File: src/rtl/spi_pkg.sv
// spi_pkg
//   Constants and types shared between the SPI trace frame buffer and the
//   SPI trace transmitter. A frame is WORDS_PER_FRAME words of WORD_W bits.
//   Ports: none (package).
package spi_pkg;

  localparam int WORDS_PER_FRAME = 8;
  localparam int WORD_W          = 16;
  localparam int FRAME_IDX_W     = $clog2(WORDS_PER_FRAME);

  typedef logic [WORD_W-1:0]      word_t;
  typedef logic [FRAME_IDX_W-1:0] frame_idx_t;

  // True when a word index points at the final word of a frame.
  function automatic logic is_last_word(input frame_idx_t idx);
    return idx == frame_idx_t'(WORDS_PER_FRAME - 1);
  endfunction

endpackage

File: src/rtl/spi_frame_buffer_frame_ram.sv
// frame_ram
//   Simple dual-port RAM: one synchronous write port, one registered read
//   port. Read-first on an address collision, so a word written at the read
//   address appears on rdata one clock later. No reset on the array or the
//   read register, which keeps it mappable onto block RAM.
//   Ports:
//     clk    - clock
//     we     - write enable
//     waddr  - write address
//     wdata  - write data
//     raddr  - read address (sampled every clock)
//     rdata  - registered read data
module frame_ram #(
  parameter  int DEPTH = 32,
  parameter  int WIDTH = 16,
  localparam int AW    = $clog2(DEPTH)
) (
  input  logic             clk,
  input  logic             we,
  input  logic [AW-1:0]    waddr,
  input  logic [WIDTH-1:0] wdata,
  input  logic [AW-1:0]    raddr,
  output logic [WIDTH-1:0] rdata
);

  logic [WIDTH-1:0] mem [DEPTH];

  always_ff @(posedge clk) begin
    if (we) begin
      mem[waddr] <= wdata;
    end
    rdata <= mem[raddr];
  end

endmodule

File: src/rtl/spi_frame_buffer.sv
// spi_frame_buffer
//   Frame-granular word buffer in front of the SPI trace transmitter.
//   Words from the capture path are stored in a circular RAM and only become
//   visible to the transmitter once a whole 8-word frame has been written.
//   The transmitter steps through a frame with rising edges of tx_free and
//   can rewind to the start of the in-flight frame with a rising edge of
//   rxFrameReset. Storage is returned only when a frame completes.
//
//   Handshakes: a word is accepted on any clock where wvalid && wready;
//   wready depends only on registered state, never on wvalid. A word offered
//   while wready is low is dropped and counted. tx_free / rxFrameReset are
//   levels whose rising edges are events; they are already synchronous.
//
//   Ports:
//     clk          - clock
//     rst          - asynchronous reset, active low
//     wdata/wvalid - trace word input;  wready - space for one more word
//     flush        - synchronous clear of contents and counters
//     tx_word      - word at the read pointer (0 while nothing is stored)
//     transmitIn   - at least one complete frame is waiting
//     tx_free      - rising edge: current word consumed
//     rxFrameReset - rising edge: rewind to the start of the in-flight frame
//     fill_words   - words stored (committed frames plus partial frame)
//     overflow     - sticky: a word was offered while full
//     drop_count   - saturating count of refused words
module spi_frame_buffer
  import spi_pkg::*;
#(
  parameter  int DEPTH_FRAMES = 4,
  localparam int DEPTH        = DEPTH_FRAMES * WORDS_PER_FRAME,
  localparam int AW           = $clog2(DEPTH),
  localparam int FW           = $clog2(DEPTH) + 1,
  localparam int FAW          = $clog2(DEPTH_FRAMES) + 1
) (
  input  logic              clk,
  input  logic              rst,
  input  logic [WORD_W-1:0] wdata,
  input  logic              wvalid,
  output logic              wready,
  input  logic              flush,
  output logic [WORD_W-1:0] tx_word,
  output logic              transmitIn,
  input  logic              tx_free,
  input  logic              rxFrameReset,
  output logic [FW-1:0]     fill_words,
  output logic              overflow,
  output logic [7:0]        drop_count
);

  logic [AW-1:0]  wp;
  logic [AW-1:0]  rp;
  logic [AW-1:0]  fsp;
  frame_idx_t     wi;
  frame_idx_t     ri;
  logic [FAW-1:0] frames_avail;
  logic           tx_free_q;
  logic           rx_reset_q;
  logic           data_ok;
  word_t          ram_rdata;

  logic wr_en;
  logic wr_done;
  logic tx_rise;
  logic rx_rise;
  logic rd_step;
  logic rd_done;

  assign wready     = fill_words < FW'(DEPTH);
  assign wr_en      = wvalid && wready;
  assign wr_done    = wr_en && is_last_word(wi);
  assign tx_rise    = tx_free && !tx_free_q;
  assign rx_rise    = rxFrameReset && !rx_reset_q;
  // A rewind in the same cycle swallows the advance; with no committed
  // frame the advance is ignored altogether.
  assign rd_step    = tx_rise && !rx_rise && (frames_avail != '0);
  assign rd_done    = rd_step && is_last_word(ri);
  assign transmitIn = frames_avail != '0;
  // The RAM read register has no reset; data_ok masks it until the RAM
  // holds something meaningful at rp.
  assign tx_word    = data_ok ? ram_rdata : '0;

  frame_ram #(
    .DEPTH (DEPTH),
    .WIDTH (WORD_W)
  ) u_frame_ram (
    .clk   (clk),
    .we    (wr_en && !flush),
    .waddr (wp),
    .wdata (wdata),
    .raddr (rp),
    .rdata (ram_rdata)
  );

  // Edge-detect stages keep tracking the inputs through a flush so that a
  // level still high afterwards is not mistaken for a new edge.
  always_ff @(posedge clk or negedge rst) begin
    if (!rst) begin
      tx_free_q  <= 1'b0;
      rx_reset_q <= 1'b0;
    end else begin
      tx_free_q  <= tx_free;
      rx_reset_q <= rxFrameReset;
    end
  end

  // Write side: pointer and index into the frame being filled.
  always_ff @(posedge clk or negedge rst) begin
    if (!rst) begin
      wp <= '0;
      wi <= '0;
    end else if (flush) begin
      wp <= '0;
      wi <= '0;
    end else if (wr_en) begin
      wp <= wp + AW'(1);
      wi <= wi + frame_idx_t'(1);
    end
  end

  // Read side: read pointer, index within the frame, and the frame start
  // that a rewind returns to.
  always_ff @(posedge clk or negedge rst) begin
    if (!rst) begin
      rp  <= '0;
      ri  <= '0;
      fsp <= '0;
    end else if (flush) begin
      rp  <= '0;
      ri  <= '0;
      fsp <= '0;
    end else if (rx_rise) begin
      rp <= fsp;
      ri <= '0;
    end else if (rd_step) begin
      rp <= rp + AW'(1);
      ri <= ri + frame_idx_t'(1);
      if (rd_done) begin
        fsp <= rp + AW'(1);
      end
    end
  end

  // Occupancy. Write and read completions in the same cycle net out, so
  // both counters are updated arithmetically rather than by priority.
  always_ff @(posedge clk or negedge rst) begin
    if (!rst) begin
      frames_avail <= '0;
      fill_words   <= '0;
      data_ok      <= 1'b0;
    end else if (flush) begin
      frames_avail <= '0;
      fill_words   <= '0;
      data_ok      <= 1'b0;
    end else begin
      frames_avail <= frames_avail + FAW'(wr_done) - FAW'(rd_done);
      fill_words   <= fill_words + FW'(wr_en)
                      - (rd_done ? FW'(WORDS_PER_FRAME) : FW'(0));
      data_ok      <= fill_words != '0;
    end
  end

  // Refused-word accounting.
  always_ff @(posedge clk or negedge rst) begin
    if (!rst) begin
      overflow   <= 1'b0;
      drop_count <= '0;
    end else if (flush) begin
      overflow   <= 1'b0;
      drop_count <= '0;
    end else if (wvalid && !wready) begin
      overflow <= 1'b1;
      if (drop_count != 8'hFF) begin
        drop_count <= drop_count + 8'd1;
      end
    end
  end

endmodule

File: config.mk
export PLATFORM = sky130hd
export DESIGN_NAME = spi_frame_buffer
export DESIGN_NICKNAME = d
export VERILOG_FILES = /design/src/rtl/spi_pkg.sv /design/src/rtl/spi_frame_buffer_frame_ram.sv /design/src/rtl/spi_frame_buffer.sv
export SDC_FILE = /design/constraint.sdc
export NUM_CORES = 1
export LEC_CHECK = 0
export CAP_MARGIN = 10
export CELL_PAD_IN_SITES_DETAIL_PLACEMENT = 0
export CELL_PAD_IN_SITES_GLOBAL_PLACEMENT = 1
export CORE_ASPECT_RATIO = 1.1
export CORE_MARGIN = 2
export CORE_UTILIZATION = 48
export DETAILED_ROUTE_END_ITERATION = 6
export GPL_TIMING_DRIVEN = 0
export PLACE_DENSITY_LB_ADDON = 0.1
export SETUP_SLACK_MARGIN = 0.1
export SLEW_MARGIN = 10
export SYNTH_ARGS = -nofsm -noshare
export SYNTH_HDL_FRONTEND = slang
export SYNTH_SLANG_ARGS = --single-unit
File: constraint.sdc
create_clock -name clk -period 2.4 [get_ports clk]
set_clock_uncertainty 0.1 [all_clocks]
set_input_delay 0.48 -clock clk [delete_from_list [all_inputs] [get_ports clk]]
set_output_delay 0.48 -clock clk [all_outputs]
set_load 0.01 [all_outputs]
Word-level counts from Yosys, hierarchy flattened
Memories as Yosys holds them, arrays and structs flattened. A register that Yosys moved wholly into a read port is not among the register bits.
Cells that the tools add are included.
Widths: inputs -> output; s select.
{ "totals": {"register_bits": 42, "ram_bits": 512, "word_cells": 77, "memories": 1} }
{ "classes": {"addsub": 9, "order_cmp": 1, "eq_ne": 4, "mux": 26, "n_reduce_logical": 24} }
{ "memory_table": {"columns": ["name", "words", "word_bits", "rd", "rd_ports_with_merged_regs", "write_ports", "line", "rtl"], "rows": [
  ["u_frame_ram.mem", 32, 16, 1, 1, 1, "spi_frame_buffer_frame_ram.sv:26", "logic [WIDTH-1:0] mem [DEPTH];"]
]} }
{ "op_table": {"columns": ["cell", "n"], "rows": [
  ["$mux 5", 9],
  ["$mux 8", 3],
  ["$mux 3", 6],
  ["$mux 16", 1],
  ["$add 5x1->5 const B", 2],
  ["$reduce_bool 2->1", 5],
  ["$logic_and 1x1->1", 9],
  ["$add 8x1->8 const B", 1],
  ["$ne 8x8->1 const B", 1],
  ["$add 3x1->3 const B", 2],
  ["$add 6x1->6", 1],
  ["$eq 3x3->1 const B", 2],
  ["$lt 6x6->1 const B", 1],
  ["$mux 6", 1],
  ["$reduce_bool 3->1", 2],
  ["$reduce_bool 6->1", 1],
  ["$sub 6x4->6", 1],
  ["$logic_not 1->1", 5],
  ["$mux 1", 5],
  ["$mux 4", 1],
  ["$add 3x1->3", 1],
  ["$reduce_and 3->1", 1],
  ["$sub 3x1->3", 1],
  ["$ne 2x2->1 const B", 1],
  ["$reduce_and 2->1", 1]
]} }

Depth between registers and ports, before layout
Gate-level depths: netlist of run 1.
{ "logic_depth": {"depth_word": 10, "depth_mapped": 10, "depth_no_buf": 10} }

Cells and area by module
Synthesis of run 1 repeated with hierarchy kept, for this count alone.
{ "hier_totals": {"hier_cells": 1389, "hier_area_um2": 22988.3} }
{ "modules_own_cells": {"columns": ["mod", "n_inst", "cells_each", "area_each_um2", "seq_area_each_um2"], "rows": [
  ["frame_ram", 1, 1143, 20535.9, 15695.1],
  ["spi_frame_buffer", 1, 246, 2452.4, 1051.0]
]} }

Worst setup path before layout of run 1
No wires, ideal clock.
{ "synth_timing": {"kind": "input port to flip-flop", "start": "input wvalid", "end": "memory u_frame_ram.mem[29][0] (enable)", "arrival_time_ns": 1.834, "t_required_ns": 1.912, "path_slack_ns": 0.077, "path_stages": 4, "path_buffers": 0, "cell_sequence": "nor2b_1 > nor2b_1 > nand2_1 > nor2_1"} }
{ "synth_between": {"elab_chain_len": 4} }
{ "synth_rtl": {"columns": ["item", "line", "rtl"], "rows": [
  ["from (decl)", "spi_frame_buffer.sv:38", "input logic wvalid,"],
  ["$logic_and 1x1->1", "spi_frame_buffer.sv:69", "assign wr_en = wvalid && wready;"],
  ["$logic_and 1x1->1", "spi_frame_buffer.sv:87", ".we (wr_en && !flush),"],
  ["$mux 1", "spi_frame_buffer_frame_ram.sv:29", "if (we) begin"],
  ["$mux 1 (not written as such)", "spi_frame_buffer_frame_ram.sv:30", "mem[waddr] <= wdata;"],
  ["to (decl)", "spi_frame_buffer_frame_ram.sv:26", null]
]} }
No other way between the ends.

Worst setup path after layout of run 1
{ "layout_timing": {"start": "register data_ok", "end": "output tx_word[0]"} }
{ "layout_between": {"elab_chain_len": 1} }
{ "layout_rtl": {"columns": ["item", "line", "rtl"], "rows": [
  ["from (decl)", "spi_frame_buffer.sv:58", "logic data_ok;"],
  ["from (signal assigned)", "spi_frame_buffer.sv:149", "data_ok <= 1'b0;"],
  ["from (signal assigned)", "spi_frame_buffer.sv:153", "data_ok <= 1'b0;"],
  ["from (signal assigned)", "spi_frame_buffer.sv:158", "data_ok <= fill_words != '0;"],
  ["$mux 16", "spi_frame_buffer.sv:80", "assign tx_word = data_ok ? ram_rdata : '0;"],
  ["to (decl)", "spi_frame_buffer.sv:41", "output logic [WORD_W-1:0] tx_word,"]
]} }
No other way between the ends.

==> results of run 1 <==
-- placed cells by master (no fill, tap or decap), drive strengths merged, types with 10 or more instances in the layout --
master / count
edfxtp: 512
clkdlybuf4s50: 25
mux2i: 265
ha: 19
xnor2: 10
nand4: 36
xor2: 10
dfxtp: 16
nand2: 13
a21oi: 10
dfrtp: 42
buf: 136
a22oi: 128
nor2: 82
and2: 17
inv: 12
clkbuf: 95
clkinv: 16
-- stage by stage --
step	cells	power, W	cell area, um^2	utilization, %
after floorplan	1317	0.01224	22740	-
after global placement	1966	0.01306	24030	51.41
after detailed placement	1999	0.01310	24600	52.64
after CTS	2120	0.02163	26660	57.06
after global routing	2127	0.02216	26740	57.23
final	2127	0.02145	26740	57.23
-- layer usage --
metal  up-vias  track usage [%]  wire length [um]
met3        66            3.192              2183
met1      6092            30.65             23950
met4         0            5.634               972
li1       5532                -                 -
met2       241            36.00             25590
met5         -                0                 0
-- logic make-up (layout without fill, tap and decap cells) --
group,count (synthesis),count (layout),synth area share [%]
flip-flops,570,570,73.64
multiplexers,265,265,11.66
AND/OR/NAND/NOR,202,202,5.161
AO/OA/AOI/OAI,156,156,5.029
buffers and inverters,84,299,2.602
adder cells (fa/ha/maj),20,20,1.133
XOR/XNOR,20,20,0.7703
-- sequential cells by signal, summed over array words and instances (netlist names) --
signal	cells
u_frame_ram.mem	512
u_frame_ram.rdata	16
drop_count	8
fill_words	6
fsp	5
rp	5
wp	5
frames_avail	3
ri	3
wi	3
data_ok	1
overflow	1
rx_reset_q	1
tx_free_q	1
-- where the power goes --
group          switching [W]  internal [W]  total [W]  leakage, nW
Combinational        0.00107      0.000753    0.00183         2.65
Clock                0.00368       0.00483    0.00850        0.873
Sequential          0.000119        0.0110     0.0111         5.30
-- final timing paths --
check                                          endpoint  slack [ns]
min reg2reg                        overflow$_DFFE_PN0P_        0.41
max reg2reg                u_frame_ram.rdata[6]$_DFF_P_        0.17
min                                rx_reset_q$_DFF_PN0_        0.26
min in group asynchronous     drop_count[7]$_DFFE_PN0P_        0.32
max in group asynchronous     drop_count[3]$_DFFE_PN0P_        1.35
max                                          tx_word[0]        0.15
-- area by class of cell --
cell class / instances / area [um^2] / area share, %
clock inverters: 24 / 205.2 / 0.7673
clock buffers: 82 / 1590 / 5.947
flip-flops and latches: 570 / 16750 / 62.64
plain buffers: 74 / 576.8 / 2.157
inverters: 10 / 37.54 / 0.1404
well taps: 595 / 744.5 / 2.784
repair buffers: 109 / 1122 / 4.197
multi-input cells: 663 / 5715 / 21.37
-- timing repair --
action                                  in CTS  in global routing
buffers inserted                            13                  7
endpoints found under the hold margin       21                  0
resized for setup                           98                 22
endpoints found under the setup margin     503                111
hold buffers                                 1                  0
pin swaps                                   11                  7
gates cloned                                 1                  0
==> results.json, run 1 <==
{
  "grt_use_total_pct": 21.85,
  "insertedDiodeCount": 0,
  "static-leakage-power_nw": 8.824,
  "wl_mm": 52.69,
  "library_cells_used_by_synthesis": 51,
  "io_buffers": 54,
  "first_global_vias": 11940,
  "period_needed_ns": 2.246,
  "detailedRoute.firstPassIterationCount": 7,
  "timing.final.crit_share_pct": 93.58,
  "max_freq_mhz": 445.3,
  "yosys.area.top_type_share_pct": 67.61,
  "postSynthRegisterBits": 570,
  "cts.sink_count": 570,
  "cts_buffers": 56,
  "worst_slack_ns": 0.1541,
  "setup.worst_path.end_class": "output port",
  "synthesis.nets": 1359,
  "hold_slack_ns": 0.2621,
  "hold_path.startpoint": "rxFrameReset",
  "path_delay_family": "flip-flops",
  "main_flop_type_after_synthesis": "sky130_fd_sc_hd__edfxtp_1",
  "ctsHtreeMaxLevel": 2,
  "power.density_cell_area_nw_per_um2": 802.2,
  "ratio_of_cells_with_drive_above_1_in_the_final_layout_pct": 19.52,
  "timing.critical_path.from": "data_ok$_DFF_PN0_",
  "setup_tns_ns": 0,
  "post-dp-hpwl_mm": 35.57,
  "run_status": "completed",
  "cp-start-kind": "register",
  "maximum_number_of_pins_on_one_net_before_global_route_repair": 33,
  "worst_skew_pair.late_latency_ns": 0.62,
  "grt_antenna_before_repair": 0,
  "drc_errors": 0,
  "cts.root.buffer_cell": "sky130_fd_sc_hd__clkbuf_16",
  "grt_pass1_wl_mm": 77.98,
  "ys.warnings.count": 0,
  "gp_routability_congestion": 0.7811,
  "crit_required_ns": 1.82,
  "drtAntennaViolNets": 0,
  "synth_edf_count": 512,
  "crit_path_max_incr_delay_ns": 0.48,
  "row_count": 83,
  "synth-seq-area-share_pct": 73.64,
  "ioPinCount": 55,
  "vdd.ir_drop.worst_uv": 649.5,
  "cap_violations": 0,
  "timing.final.setup_violations": 0,
  "average_size_of_a_mapped_cell_um2": 17.27,
  "die_w_um": 211.5,
  "arrival_ns": 1.67,
  "synth_cells": 1317,
  "worst-r2r-cell-count": 7,
  "dieHeight_um": 232.3,
  "synth_area_um2": 22740,
  "effective_utilization_at_floorplan_pct": 48.66,
  "final_report_max_slew_violation_count": 0,
  "detailedPlace.worstSlack_ns": -0.8055,
  "cts.path.max_buffers": 3,
  "critical_path.slowest_cell": "sky130_fd_sc_hd__dfrtp_2",
  "clk_pin_slew_worst_paths_ns": 0.06,
  "synth-async-reset-ratio_pct": 7.368,
  "min_delay_path_depth": 1,
  "number_of_hold_violations_in_the_final_report": 0,
  "worst-path-stages": 3,
  "clock_tree_from_tritoncts": "done",
  "critical_path_peak_fanout": 4,
  "fill_cells": 3629,
  "synth_area_leader_cell": "sky130_fd_sc_hd__edfxtp_1",
  "most_instantiated_library_cell_after_synthesis": "sky130_fd_sc_hd__edfxtp_1",
  "maxSlewHeadroom_pct": 20.99,
  "worst_pin_slew_ns": 1.181,
  "crit_chain": "buf_6 -> and2_1 -> dlygate4sd2_1",
  "area_delta_synth_final_pct": 17.60,
  "setup_repair_after_global_routing_missed_its_margin": "yes",
  "cp.buffers_inverters": 2,
  "first_iteration_detailed_routing_drc_count": 914,
  "worstReg2RegStart": "rp[0]$_DFFE_PN0P_",
  "yosys-top-cells-count": "sky130_fd_sc_hd__edfxtp_1 (512), sky130_fd_sc_hd__mux2i_1 (265), sky130_fd_sc_hd__a22oi_1 (127), sky130_fd_sc_hd__nor2_1 (81), sky130_fd_sc_hd__dfrtp_1 (42)",
  "via_per_inst": 5.609,
  "grt_overflow_total": 0,
  "final_stage_net_count": 1526,
  "core_area_um2": 46730,
  "ys_top_cells_by_area": "sky130_fd_sc_hd__edfxtp_1 (68%), sky130_fd_sc_hd__mux2i_1 (12%), sky130_fd_sc_hd__dfrtp_1 (4.6%), sky130_fd_sc_hd__a22oi_1 (4.2%), sky130_fd_sc_hd__dfxtp_1 (1.4%)",
  "detail_routed_net_length_per_standard_cell_um": 24.77,
  "die_area_um2": 49140,
  "total_number_of_vias": 11930,
  "hold_path_class": "input pin to register",
  "path_class": "register to output port"
}
No activity file was read; power rests on OpenSTA's default activity.
==> run 2, diff against run 1 <==
--- a/config.mk
+++ b/config.mk
@@ -12,7 +12,6 @@
 export CORE_MARGIN = 2
 export CORE_UTILIZATION = 48
 export DETAILED_ROUTE_END_ITERATION = 6
-export GPL_TIMING_DRIVEN = 0
 export PLACE_DENSITY_LB_ADDON = 0.1
 export SETUP_SLACK_MARGIN = 0.1
 export SLEW_MARGIN = 10
==> results.json, run 2 (synthesis gave the netlist of run 1 again) <==
{
  "wl_mm": 55.89,
  "p_int_w": 0.01649,
  "worst_skew_pair.late_latency_ns": 0.62,
  "cts.root.buffer_cell": "sky130_fd_sc_hd__clkbuf_16",
  "clock_tree_from_tritoncts": "done",
  "maximum_number_of_pins_on_one_net_before_global_route_repair": 47,
  "first_global_vias": 12150,
  "ratio_of_cells_with_drive_above_1_in_the_final_layout_pct": 18.73,
  "worst_pin_slew_ns": 0.6130,
  "hold_path.startpoint": "rxFrameReset",
  "die_w_um": 211.5,
  "postPlaceCellArea_um2": 25390,
  "path_class": "register to output port",
  "layout_commonest_cell": "sky130_fd_sc_hd__edfxtp_1",
  "seq_power_share_pct": 52.1,
  "insertedDiodeCount": 0,
  "layout_top_registers": "u_frame_ram.mem (512), u_frame_ram.rdata (16), drop_count (8)",
  "total_number_of_vias": 12180,
  "first_iteration_detailed_routing_drc_count": 935,
  "cap_violations": 0,
  "reg2reg_setup_slack_ns": 0.19,
  "vdd.ir_drop.worst_uv": 590.7,
  "dieHeight_um": 232.3,
  "crit_chain": "clkdlybuf4s50_1",
  "period_needed_ns": 2.222,
  "setup.worst_path.end_class": "output port",
  "number_of_hold_violations_in_the_final_report": 0,
  "cts_buffers": 55,
  "detailedRoute.firstPassIterationCount": 5,
  "static-leakage-power_nw": 9.105,
  "hold_slack_ns": 0.2799,
  "detail_routed_net_length_per_standard_cell_um": 25.57,
  "drc_errors": 0,
  "combPwrFrac_pct": 9.4,
  "worst-r2r-cell-count": 5,
  "clk_pin_slew_worst_paths_ns": 0.06,
  "grt_use_total_pct": 23.14,
  "setup_repair_after_global_routing_missed_its_margin": "no",
  "critical_path_peak_fanout": 5,
  "layout.cells.most_common_list": "sky130_fd_sc_hd__edfxtp_1 (512), sky130_fd_sc_hd__mux2i_1 (265), sky130_fd_sc_hd__buf_4 (151)",
  "registers.top_by_ff_count": "u_frame_ram.mem",
  "run_status": "completed",
  "power.density_cell_area_nw_per_um2": 782.1,
  "share_clk_of_total_power_pct": 38.5,
  "core_area_um2": 46730,
  "cp-start-kind": "register",
  "critical_path.reg2reg.endpoint": "u_frame_ram.rdata[13]$_DFF_P_",
  "setup_tns_ns": 0,
  "power.share.switching_pct": 22.53,
  "cts.sink_count": 570,
  "drtAntennaViolNets": 0,
  "row_count": 83,
  "min_delay_path_depth": 1,
  "effective_utilization_at_floorplan_pct": 48.66,
  "gp_routability_congestion": 0.8319,
  "critical_path.slowest_cell": "sky130_fd_sc_hd__clkdlybuf4s50_1",
  "hold_path_class": "input pin to register",
  "min_delay_worst_endpoint": "rx_reset_q$_DFF_PN0_",
  "max_freq_mhz": 450.1,
  "cp.buffers_inverters": 1,
  "timing.final.setup_violations": 0,
  "fill_cells": 3646,
  "timing.final.crit_share_pct": 92.57,
  "largest_reg_flops": 512,
  "grt_overflow_total": 0,
  "cts.path.max_buffers": 3,
  "grt_pass1_wl_mm": 80.18,
  "crit_path_max_incr_delay_ns": 0.58,
  "post-dp-hpwl_mm": 36.09,
  "worstReg2RegStart": "rp[3]$_DFFE_PN0P_",
  "io_buffers": 54,
  "path_delay_family": "buffers and inverters",
  "ioPinCount": 55,
  "netSwitchingPower_w": 0.004796,
  "die_area_um2": 49140,
  "crit_required_ns": 1.82,
  "via_per_inst": 5.571,
  "maxSlewHeadroom_pct": 59.13,
  "grt_antenna_before_repair": 0,
  "arrival_ns": 1.64,
  "final_stage_net_count": 1592,
  "area_delta_synth_final_pct": 19.69,
  "final_report_max_slew_violation_count": 0,
  "finish.instance_area_um2": 27220,
  "ctsHtreeMaxLevel": 2
}
[run 2: layout make-up]
type | instances | area, um^2 | share of cell area (%)
inverter | 10 | 37.54 | 0.1379
clock inverter | 27 | 229.0 | 0.8413
tap | 595 | 744.5 | 2.735
sequential | 570 | 16750 | 61.55
multi-input combinational | 663 | 5445 | 20.01
clock buffer | 71 | 1468 | 5.392
timing repair buffer | 250 | 2541 | 9.337
[run 2: what timing repair did]
item                                   4_1_cts  5_1_grt
endpoints found under the hold margin       23        0
pin swaps                                    3        1
hold buffers                                 1        0
gates resized for setup                     21        4
setup buffers                               12        1
setup endpoints to repair                   32        3
[run 2: worst max-delay path by stage]
stage                              start                           endpoint  depth (start not counted)
3_5_place_dp                      wvalid  u_frame_ram.mem[31][14]$_DFFE_PP_                          9
4_1_cts          fill_words[5]$_DFF_PN0_                             wready                          2
5_1_grt        frames_avail[1]$_DFF_PN0_            fill_words[5]$_DFF_PN0_                         11
6_report         fill_words[2]$_DFF_PN0_                      fill_words[2]                          1
3_3_place_gp                     tx_free            fill_words[5]$_DFF_PN0_                         10
2_1_floorplan                     wvalid   u_frame_ram.mem[29][0]$_DFFE_PP_                          4
[run 2: metrics by stage]
stage	utilization, %	worst slack (ns)	cells	power [W]
floorplan	-	0.07749	1317	0.01224
global placement	54.33	-0.2139	2074	0.01332
detailed placement	54.33	-0.2248	2074	0.01333
CTS	58.21	0.1188	2185	0.02148
global route	58.24	0.09836	2186	0.02202
finish	58.24	0.1783	2186	0.02129
[run 2: power groups by stage]
stage,logic (W),clock network (W),registers (W)
global route,0.00216,0.00875,0.0111
floorplan,0.000947,0,0.0113
finish,0.00199,0.00819,0.0111
detailed placement,0.00202,0,0.0113
CTS,0.00202,0.00836,0.0111
global placement,0.00202,0,0.0113
[run 2: routing by layer]
layer  vias to the layer above  global-route usage (%)  part of all wire (%)
li1                       5652                       -                     -
met4                         0                   8.539                   3.4
met3                        74                   3.449                   4.3
met1                      6147                   30.47                    42
met5                         -                       0                     0
met2                       305                   39.10                    50
==> run 3, diff against run 2 <==
--- a/config.mk
+++ b/config.mk
@@ -9,7 +9,7 @@
 export CELL_PAD_IN_SITES_DETAIL_PLACEMENT = 0
 export CELL_PAD_IN_SITES_GLOBAL_PLACEMENT = 1
 export CORE_ASPECT_RATIO = 1.1
-export CORE_MARGIN = 2
+export CORE_MARGIN = 4
 export CORE_UTILIZATION = 48
 export DETAILED_ROUTE_END_ITERATION = 6
 export PLACE_DENSITY_LB_ADDON = 0.1
==> results.json, run 3 (synthesis gave the netlist of run 1 again) <==
{
  "timing.final.crit_share_pct": 93.83,
  "cts_buffers": 55,
  "arrival_ns": 1.67,
  "gp_routability_congestion": 0.8809,
  "power.share.switching_pct": 22.41,
  "max_freq_mhz": 444.1,
  "detail_routed_net_length_per_standard_cell_um": 26.93,
  "layout_commonest_cell": "sky130_fd_sc_hd__edfxtp_1",
  "clk_pin_slew_worst_paths_ns": 0.06,
  "worst-r2r-cell-count": 7,
  "share_clk_of_total_power_pct": 39.2,
  "vdd.ir_drop.worst_uv": 687.7,
  "die_area_um2": 50930,
  "totalPowerFinal_w": 0.02165,
  "final_report_max_slew_violation_count": 0,
  "setup.worst_path.end_class": "output port",
  "combPwrFrac_pct": 9.5,
  "p_int_w": 0.01680,
  "core_area_um2": 46730,
  "dieHeight_um": 236.3,
  "crit_required_ns": 1.82,
  "largest_reg_flops": 512,
  "cts.sink_count": 570,
  "wl_mm": 58.76,
  "min_delay_worst_endpoint": "tx_free_q$_DFF_PN0_",
  "setup_repair_after_global_routing_missed_its_margin": "no",
  "hold_path.startpoint": "tx_free",
  "grt_pass1_wl_mm": 84.10,
  "reg2reg_setup_slack_ns": 0.23,
  "die_w_um": 215.5,
  "effective_utilization_at_floorplan_pct": 48.66,
  "detailedRoute.firstPassIterationCount": 5,
  "critical_path.reg2reg.endpoint": "u_frame_ram.rdata[15]$_DFF_P_",
  "cp-start-kind": "register",
  "registers.top_by_ff_count": "u_frame_ram.mem",
  "hold_path_class": "input pin to register",
  "first_global_vias": 12280,
  "min_delay_path_depth": 2,
  "clock_tree_from_tritoncts": "done",
  "layout_top_registers": "u_frame_ram.mem (512), u_frame_ram.rdata (16), drop_count (8)",
  "timing.final.setup_violations": 0,
  "maximum_number_of_pins_on_one_net_before_global_route_repair": 43,
  "cap_violations": 0,
  "ctsHtreeMaxLevel": 2,
  "number_of_hold_violations_in_the_final_report": 0,
  "drc_errors": 0,
  "static-leakage-power_nw": 9.152,
  "drtAntennaViolNets": 0,
  "netSwitchingPower_w": 0.004853,
  "period_needed_ns": 2.252,
  "io_buffers": 54,
  "cts.root.buffer_cell": "sky130_fd_sc_hd__clkbuf_16",
  "seq_power_share_pct": 51.3,
  "cts.path.max_buffers": 3,
  "grt_overflow_total": 0,
  "worst_skew_pair.late_latency_ns": 0.61,
  "layout.cells.most_common_list": "sky130_fd_sc_hd__edfxtp_1 (512), sky130_fd_sc_hd__mux2i_1 (265), sky130_fd_sc_hd__buf_4 (132)",
  "worst_pin_slew_ns": 0.5790,
  "row_count": 83,
  "total_number_of_vias": 12440,
  "area_delta_synth_final_pct": 20.23,
  "worstReg2RegStart": "rp[1]$_DFFE_PN0P_",
  "ioPinCount": 55,
  "maxSlewHeadroom_pct": 61.40,
  "path_class": "register to output port",
  "final_stage_net_count": 1584,
  "grt_use_total_pct": 22.83,
  "via_per_inst": 5.703,
  "critical_path_peak_fanout": 5,
  "setup_tns_ns": 0,
  "first_iteration_detailed_routing_drc_count": 1360,
  "run_status": "completed",
  "power.density_cell_area_nw_per_um2": 791.9,
  "grt_antenna_before_repair": 2,
  "post-dp-hpwl_mm": 37.33,
  "ratio_of_cells_with_drive_above_1_in_the_final_layout_pct": 18.85
}
==> run 3: cell types whose count changed in the layout (fill, tap and decap cells not counted), moves of 2 or more <==
cell                              change
sky130_fd_sc_hd__clkbuf_1             -3
sky130_fd_sc_hd__clkinv_2             +7
sky130_fd_sc_hd__buf_4               -19
sky130_fd_sc_hd__buf_12              +11
sky130_fd_sc_hd__nor2_2               -4
sky130_fd_sc_hd__dlygate4sd2_1        -9
sky130_fd_sc_hd__nor2_1               +4
sky130_fd_sc_hd__clkinvlp_4           -4
sky130_fd_sc_hd__clkdlybuf4s15_1      +2
sky130_fd_sc_hd__bufinv_16            +3
sky130_fd_sc_hd__clkbuf_2             +3
sky130_fd_sc_hd__buf_2                +3
==> run 3: layer usage <==
| metal | wire [um] | share of wire, % | vias to the layer above | global-route usage [%] |
|---|---|---|---|---|
| li1 | - | - | 5644 | - |
| met1 | 25490 | 43 | 6352 | 32.08 |
| met2 | 28580 | 49 | 364 | 37.31 |
| met3 | 2889 | 4.9 | 83 | 2.886 |
| met4 | 1803 | 3.1 | 0 | 7.614 |
| met5 | 0 | 0 | - | 0 |
==> run 3: cell type report <==
type / count / area (um^2)
multi-input combinational: 663 / 5433
inverter: 10 / 37.54
clock buffer: 67 / 1443
antenna: 1 / 2.502
timing repair buffer: 242 / 2601
clock inverter: 34 / 327.8
sequential: 570 / 16750
fill: 3562 / 19390
tap: 595 / 744.5
==> run 3: power groups by stage <==
stage	combinational [W]	sequential (W)	clock [W]
finish	0.00206	0.0111	0.00849
global route	0.00221	0.0111	0.00907
CTS	0.00210	0.0111	0.00867
detailed placement	0.00202	0.0113	0
global placement	0.00200	0.0113	0
floorplan	0.000947	0.0113	0
==> run 3: worst max-delay path by stage <==
stage | from | end | slack, ns
finish | data_ok$_DFF_PN0_ | tx_word[0] | 0.15
global placement | tx_free | fill_words[5]$_DFF_PN0_ | -0.22
floorplan | wvalid | u_frame_ram.mem[29][0]$_DFFE_PP_ | 0.08
detailed placement | wvalid | u_frame_ram.mem[21][13]$_DFFE_PP_ | -0.26
global route | data_ok$_DFF_PN0_ | tx_word[0] | 0.10
CTS | data_ok$_DFF_PN0_ | tx_word[1] | 0.04
==> run 3: through the flow <==
stage / setup WS (ns) / cell area [um^2] / hold WS [ns] / cells / util, %
final: 0.1482 / 27340 / 0.3690 / 2182 / 58.51
after global routing: 0.1005 / 27340 / 0.3763 / 2181 / 58.50
after CTS: 0.03984 / 27350 / 0.3279 / 2180 / 58.52
after detailed placement: -0.2552 / 25440 / 0.3828 / 2069 / 54.44
after global placement: -0.2233 / 25440 / 0.3782 / 2069 / 54.44
after floorplan: 0.07749 / 22740 / 0.08441 / 1317 / -
==> run 3: critical path, cell delays in order, from the launching register on <==
cell and delay, ns:
sky130_fd_sc_hd__dfrtp_2 0.43, sky130_fd_sc_hd__buf_12 0.15, sky130_fd_sc_hd__buf_4 0.13, sky130_fd_sc_hd__and2_1 0.12
sky130_fd_sc_hd__clkdlybuf4s15_1 0.24
==> run 3: repair_timing <==
action | in CTS | in global routing
buffers inserted | 9 | 1
setup endpoints to repair | 33 | 25
cloned | 0 | 0
hold endpoints to repair | 42 | 0
hold buffers | 1 | 0
resized for setup | 31 | 12
pin swaps | 4 | 1
